**config.mk**
```make
export PLATFORM = sky130hd
export DESIGN_NAME = shared_adder_arb
export DESIGN_NICKNAME = d
export VERILOG_FILES = /design/src/rtl/shared_adder_arb.sv
export SDC_FILE = /design/constraint.sdc
export NUM_CORES = 1
export LEC_CHECK = 0
export CORE_UTILIZATION = 43
export DETAILED_ROUTE_END_ITERATION = 12
export MAX_ROUTING_LAYER = met4
export PLACE_DENSITY = 0.84
export SLEW_MARGIN = 25
export SYNTH_ARGS = -nofsm -noshare
export SYNTH_HDL_FRONTEND = slang
export SYNTH_SLANG_ARGS = --single-unit
```
**constraint.sdc**
```tcl
create_clock -name clk -period 3.8 [get_ports clk]
set_input_delay 0.57 -clock clk [delete_from_list [all_inputs] [get_ports clk]]
set_output_delay 0.57 -clock clk [all_outputs]
set_load 0.02 [all_outputs]
```
**src/rtl/shared_adder_arb.sv**
```systemverilog
// Shared adder with a two-requester round-robin arbiter and a one-entry result register.
// Latency: 1 cycle from accept to out_valid. Optional grant counters via SHARED_ADDER_ARB_STATS_EN.
// Backpressure: in_ready stays low while a result is held and out_ready is low.
module shared_adder_arb #(
  parameter int WIDTH     = 5,
  parameter int CNT_WIDTH = 8
) (
  input  logic                 clk,
  input  logic                 rst_n,
  input  logic [1:0]           in_valid,
  output logic [1:0]           in_ready,
  input  logic [WIDTH-1:0]     a0,
  input  logic [WIDTH-1:0]     b0,
  input  logic [WIDTH-1:0]     a1,
  input  logic [WIDTH-1:0]     b1,
  output logic                 out_valid,
  input  logic                 out_ready,
  output logic [WIDTH-1:0]     out_sum,
  output logic                 out_cout,
  output logic                 out_id
`ifdef SHARED_ADDER_ARB_STATS_EN
  ,
  output logic [CNT_WIDTH-1:0] gnt_cnt0,
  output logic [CNT_WIDTH-1:0] gnt_cnt1
`endif
);

  typedef enum logic {EMPTY = 1'b0, FULL = 1'b1} state_t;

  state_t           state_q, state_d;
  logic             last_q, last_d;
  logic [WIDTH-1:0] sum_q, sum_d;
  logic             cout_q, cout_d;
  logic             id_q, id_d;

  logic             can_accept;
  logic             grant_id;
  logic             accept;
  logic [WIDTH-1:0] op_a, op_b;
  logic [WIDTH:0]   add_res;

  // Arbitration, operand select and the single shared adder.
  always_comb begin
    // rst_n gates acceptance so in_ready is quiet throughout reset.
    can_accept = rst_n && ((state_q == EMPTY) || out_ready);
    if (in_valid == 2'b11) begin
      grant_id = ~last_q;
    end else begin
      grant_id = in_valid[1] & ~in_valid[0];
    end
    accept   = can_accept && (in_valid != 2'b00);
    in_ready = 2'b00;
    if (accept) begin
      in_ready = grant_id ? 2'b10 : 2'b01;
    end
    op_a    = grant_id ? a1 : a0;
    op_b    = grant_id ? b1 : b0;
    add_res = {1'b0, op_a} + {1'b0, op_b};
  end

  // Output FSM next state, result register loads and round-robin pointer update.
  always_comb begin
    state_d = state_q;
    last_d  = last_q;
    sum_d   = sum_q;
    cout_d  = cout_q;
    id_d    = id_q;
    if (accept) begin
      state_d = FULL;
      last_d  = grant_id;
      sum_d   = add_res[WIDTH-1:0];
      cout_d  = add_res[WIDTH];
      id_d    = grant_id;
    end else if ((state_q == FULL) && out_ready) begin
      state_d = EMPTY;
    end
  end

  // State and result registers; reset discards any held result.
  always_ff @(posedge clk or negedge rst_n) begin
    if (!rst_n) begin
      state_q <= EMPTY;
      last_q  <= 1'b1;
      sum_q   <= '0;
      cout_q  <= 1'b0;
      id_q    <= 1'b0;
    end else begin
      state_q <= state_d;
      last_q  <= last_d;
      sum_q   <= sum_d;
      cout_q  <= cout_d;
      id_q    <= id_d;
    end
  end

  assign out_valid = (state_q == FULL);
  assign out_sum   = sum_q;
  assign out_cout  = cout_q;
  assign out_id    = id_q;

`ifdef SHARED_ADDER_ARB_STATS_EN
  logic [CNT_WIDTH-1:0] cnt0_q, cnt0_d;
  logic [CNT_WIDTH-1:0] cnt1_q, cnt1_d;

  // Saturating per-requester grant counters.
  always_comb begin
    cnt0_d = cnt0_q;
    cnt1_d = cnt1_q;
    if (accept && !grant_id && (cnt0_q != '1)) begin
      cnt0_d = cnt0_q + CNT_WIDTH'(1);
    end
    if (accept && grant_id && (cnt1_q != '1)) begin
      cnt1_d = cnt1_q + CNT_WIDTH'(1);
    end
  end

  // Counter registers.
  always_ff @(posedge clk or negedge rst_n) begin
    if (!rst_n) begin
      cnt0_q <= '0;
      cnt1_q <= '0;
    end else begin
      cnt0_q <= cnt0_d;
      cnt1_q <= cnt1_d;
    end
  end

  assign gnt_cnt0 = cnt0_q;
  assign gnt_cnt1 = cnt1_q;
`endif

endmodule

```
Word level (Yosys, flattened, before mapping)
Cells that the tools add are included.

operators by class
  add/sub/neg operators = 1
  multiply operators = 0
  divide/modulo/power cells = 0
  magnitude comparators = 0
  equal/unequal tests = 1
  shifts and indexed selects = 0
  mux-type cells = 7
  bitwise operators = 4
  reduce and logical (&&, ||, !) cells = 6

operator list
  cell                                    count
  5-bit 2-to-1 mux                        2
  5-bit by 5-bit adder with 6-bit output  1
  2-bit 2-to-1 mux                        2
  2-bit nonzero test                      2
  1-bit logical AND                       3
  1-bit 2-to-1 mux                        3
  1-bit NOT                               3
  2-bit == test, second input constant    1
  1-bit bitwise AND                       1
  1-bit logical OR                        1

word-level totals
  flip-flop bits (word level) = 9
  bits in latches = 0
  bits in writable memories = 0
  bits in read-only memories = 0
  input bits = 25
  output and inout bits = 10
  memories = 0

Depth between registers and ports, before layout
  word-level depth = 5
  depth in mapped cells = 8
  gate-level depth less buffers = 7

Least setup slack after synthesis
No wires, ideal clock.

  kind = input-to-reg
  from = input port in_valid[1]
  to = register sum_q[3] (netlist: out_sum[3])
  library setup time = 0.121 ns
  arrival time = 2.127 ns
  required time = 3.679 ns
  setup slack = 1.553 ns
  stages on the path = 7
  path through = a21boi_4 buf_12 mux2_4 ha_1 a211o_1 a21o_1 a22o_1

between the ends
  word-level cells in the longest chain between the ends = 4
  elaborated cells between the ends (all ways) = 8

RTL lines
  element                                             RTL line  text
  from (decl)                                         10        input logic [1:0] in_valid,
  2-bit == test or 1-bit bitwise AND (tied branches)  46, 49
  1-bit 2-to-1 mux                                    46        if (in_valid == 2'b11) begin
  5-bit 2-to-1 mux (on tied branches)                 56, 57
  5-bit by 5-bit adder with 6-bit output              58        add_res = {1'b0, op_a} + {1'b0, op_b};
  to (signal assigned)                                90        sum_q <= sum_d;
  to (decl)                                           32        logic [WIDTH-1:0] sum_q, sum_d;

Several ways; a longest one is shown, not always the timed one.
A chain may end at the register's enable or synchronous reset.

Worst setup path after layout
  from = input port in_valid[1]
  to = output port in_ready[1]

between the ends
  word-level cells in the longest chain between the ends = 4
  elaborated cells between the ends (all ways) = 7

RTL lines
  element                                             RTL line  text
  2-bit == test or 1-bit bitwise AND (tied branches)  46, 49
  1-bit 2-to-1 mux                                    46
  2-bit 2-to-1 mux                                    54        in_ready = grant_id ? 2'b10 : 2'b01;
  2-bit 2-to-1 mux (*)                                53        if (accept) begin
  to (decl)                                           11        output logic [1:0] in_ready,

Every way passes the cells marked *; elsewhere a longest branch is shown, timed or not.

==> impl_metrics.yaml <==
yosys:
  yosys.cell_count.top_type: "mux2_4"
  ys_seq_area_share_pct: 30.8
  ys_ff_latch: 9
  yosysWarnings: 0
  synth_commonest_cells: "mux2_4 (11), dfrtp_1 (8), ha_1 (5)"
  synth_edf_count: 0
  synth_area_per_cell_um2: 12.4
  async_flop_share_pct: 100
  syn-num-nets: 90
  yosys.area.top_type_share_pct: 27.3
  ys.flop_type: "dfrtp_1"
  yosys-top-cells-area: "dfrtp_1 (27%), mux2_4 (22%), ha_1 (8.5%)"
  synth_cells: 59
  syn_area_um2: 734
  yosysUniqueCellTypes: 28
  yosys.area.top_type: "dfrtp_1"
drt:
  wire_per_inst_um: 13.9
  firstDrtPassIters: 8
  vias: 651
  via_per_inst: 5.76
  drtIter0Drc: 14
  drcViolationCount: 6
  routed_wl_mm: 1.57
  antenna_left: 0
critical_path:
  crit_type: "in2out"
  start_kind: "primary input"
  cp-endpoint: "in_ready[1]"
  critical_path_arrival_ps: 2470
  r2r-start: "last_q$_DFFE_PN1P_"
  crit_path_end_kind: "output pin"
  rrSetupSlack_ps: 1450
  crit_path_max_fanout: 12
  worstPathRequired_ps: 3230
  timing.rr.end: "out_sum[3]$_DFFE_PN0P_"
  critPathLaunch: "in_valid[1]"
  reg2reg_depth: 6
clock_network:
  cts_resized: 0
  clockBufferDepth: 2
  htreeDepth: 1
  ctsHoldBuffers: 0
  clock_latency_ps: 260
  cts_sinks: 9
  post_cts_buffers: 0
  cts_tree: "done"
  cts-root-buf: "clkbuf_4"
  clkSlewWorstSetupHoldPaths_ps: 60
  numCtsBuffers: 3
grt:
  grt_antenna_before_repair: 0
  grt_max_degree: 13
  grt_overflow: 0
  grt_pass1_wl_mm: 2.70
  grt_pass1_vias: 643
  grt.total_usage_pct: 20.1
power:
  peakVddDrop_mv: 0.179
  pwr_density_cell_mw_per_mm2: 387
  power.leakage_nw: 0.493
floorplan:
  die_w_um: 43.3
  ios: 35
  core_area_mm2: 0.00156
  start_util_pct: 47.1
  row_count: 14
  die_h_um: 43.3
  die_area_mm2: 0.00188
placement:
  post-place-ws_ps: 657
  place_congestion: 0.750
  dp_hpwl_mm: 1.28
  portBuffers: 34
timing:
  finalSetupViolCount: 0
  max_freq_mhz: 329
  drv_slew: 0
  fin_crit_sh_pct: 80.1
  worst_slack_ps: 757
  fin_hold_ws_ps: 494
  rsz0062_at_grt: "false"
  fin_skew_ps: 3.25
  hold_violations: 0
  max-slew-margin-rel_pct: 66.0
  fin_crit_ps: 3040
  setup_tns_ps: 0
  worst_pin_slew_ps: 508
final_layout:
  nFillCells: 129
  n_antenna_cell: 0
  multi_input_area_um2: 488
  seqCellArea_um2: 226
  fin_nets: 129
  area_growth_pct: 50.9
  drive_above_1_share_pct: 22.7
hold_path:
  min_path_type: "reg2reg"
job:
  drv_cap: 0
outcome:
  status: "finished with violations"
  violations: "design-rule violations"
==> state kept, by name, summed over array words and instances, names as in the netlist <==
name       count
out_id         1
out_cout       1
last_q         1
out_sum        5
out_valid      1
==> area by class of cell <==
type,instances,area share [%]
sequential,9,20.4
multi-input combinational,49,44.0
tap,16,1.81
clock buffer,4,2.37
timing repair buffer,35,31.4
==> metal layers <==
layer  vias up  GRT usage [%]  share of wire [%]
met5         -              -                  0
met4         0           11.3                3.4
met3         6           4.17                6.2
met2        34           33.0                 53
met1       312           22.7                 37
li1        299              -                  -
==> worst max-delay path: stages <==
cell	delay [ps]
clkdlybuf4s50_1	520
a21boi_4	480
and3_4	300
clkdlybuf4s50_1	600
==> worst min path at each step <==
stage / startpoint / endpoint / slack (ps) / depth (start not counted)
2_1_floorplan: rst_n / out_cout$_DFFE_PN0P_ / 270 / 0
3_3_place_gp: out_id$_DFFE_PN0P_ / out_id$_DFFE_PN0P_ / 460 / 1
3_5_place_dp: out_id$_DFFE_PN0P_ / out_id$_DFFE_PN0P_ / 480 / 1
4_1_cts: out_id$_DFFE_PN0P_ / out_id$_DFFE_PN0P_ / 500 / 1
5_1_grt: out_id$_DFFE_PN0P_ / out_id$_DFFE_PN0P_ / 500 / 1
6_report: out_id$_DFFE_PN0P_ / out_id$_DFFE_PN0P_ / 490 / 1
==> cells by family after synthesis <==
| kind of cell | synth area share (%) |
|---|---|
| AND/OR/NAND/NOR | 9.54 |
| multiplexers | 24.0 |
| adder cells (fa/ha/maj) | 11.2 |
| AO/OA/AOI/OAI | 20.4 |
| flip-flops | 30.8 |
| buffers and inverters | 2.73 |
| XOR/XNOR | 1.19 |
==> metrics by stage <==
| step | instances | total power (W) | cell area [um2] | utilization [%] |
|---|---|---|---|---|
| final | 113 | 0.000429 | 1110 | 71.1 |
| after global routing | 113 | 0.000456 | 1110 | 71.1 |
| after CTS | 113 | 0.000433 | 1110 | 71.1 |
| after detailed placement | 109 | 0.000357 | 1080 | 69.4 |
| after global placement | 109 | 0.000350 | 1080 | 69.4 |
| after floorplan | 59 | 0.000265 | 734 | - |
==> report_power, final <==
group	switching (W)	internal, W	leakage [nW]
Combinational	0.0000937	0.000123	0.371
Sequential	0.0000152	0.000122	0.107
Clock	0.0000343	0.0000405	0.0150
Total	0.000143	0.000286	0.493
==> cell usage in the layout, fill, tap and decap left out, types with 2 or more instances in the layout <==
master and count:
clkdlybuf4s50_1 34, mux2_4 11, dfrtp_1 8, ha_1 5, o21ai_0 4, a21o_1 3
nand3_1 3, clkbuf_4 3, a21oi_1 2, nand2_1 2, o211ai_1 2
Note: power is estimated with default switching activity, not from simulation.
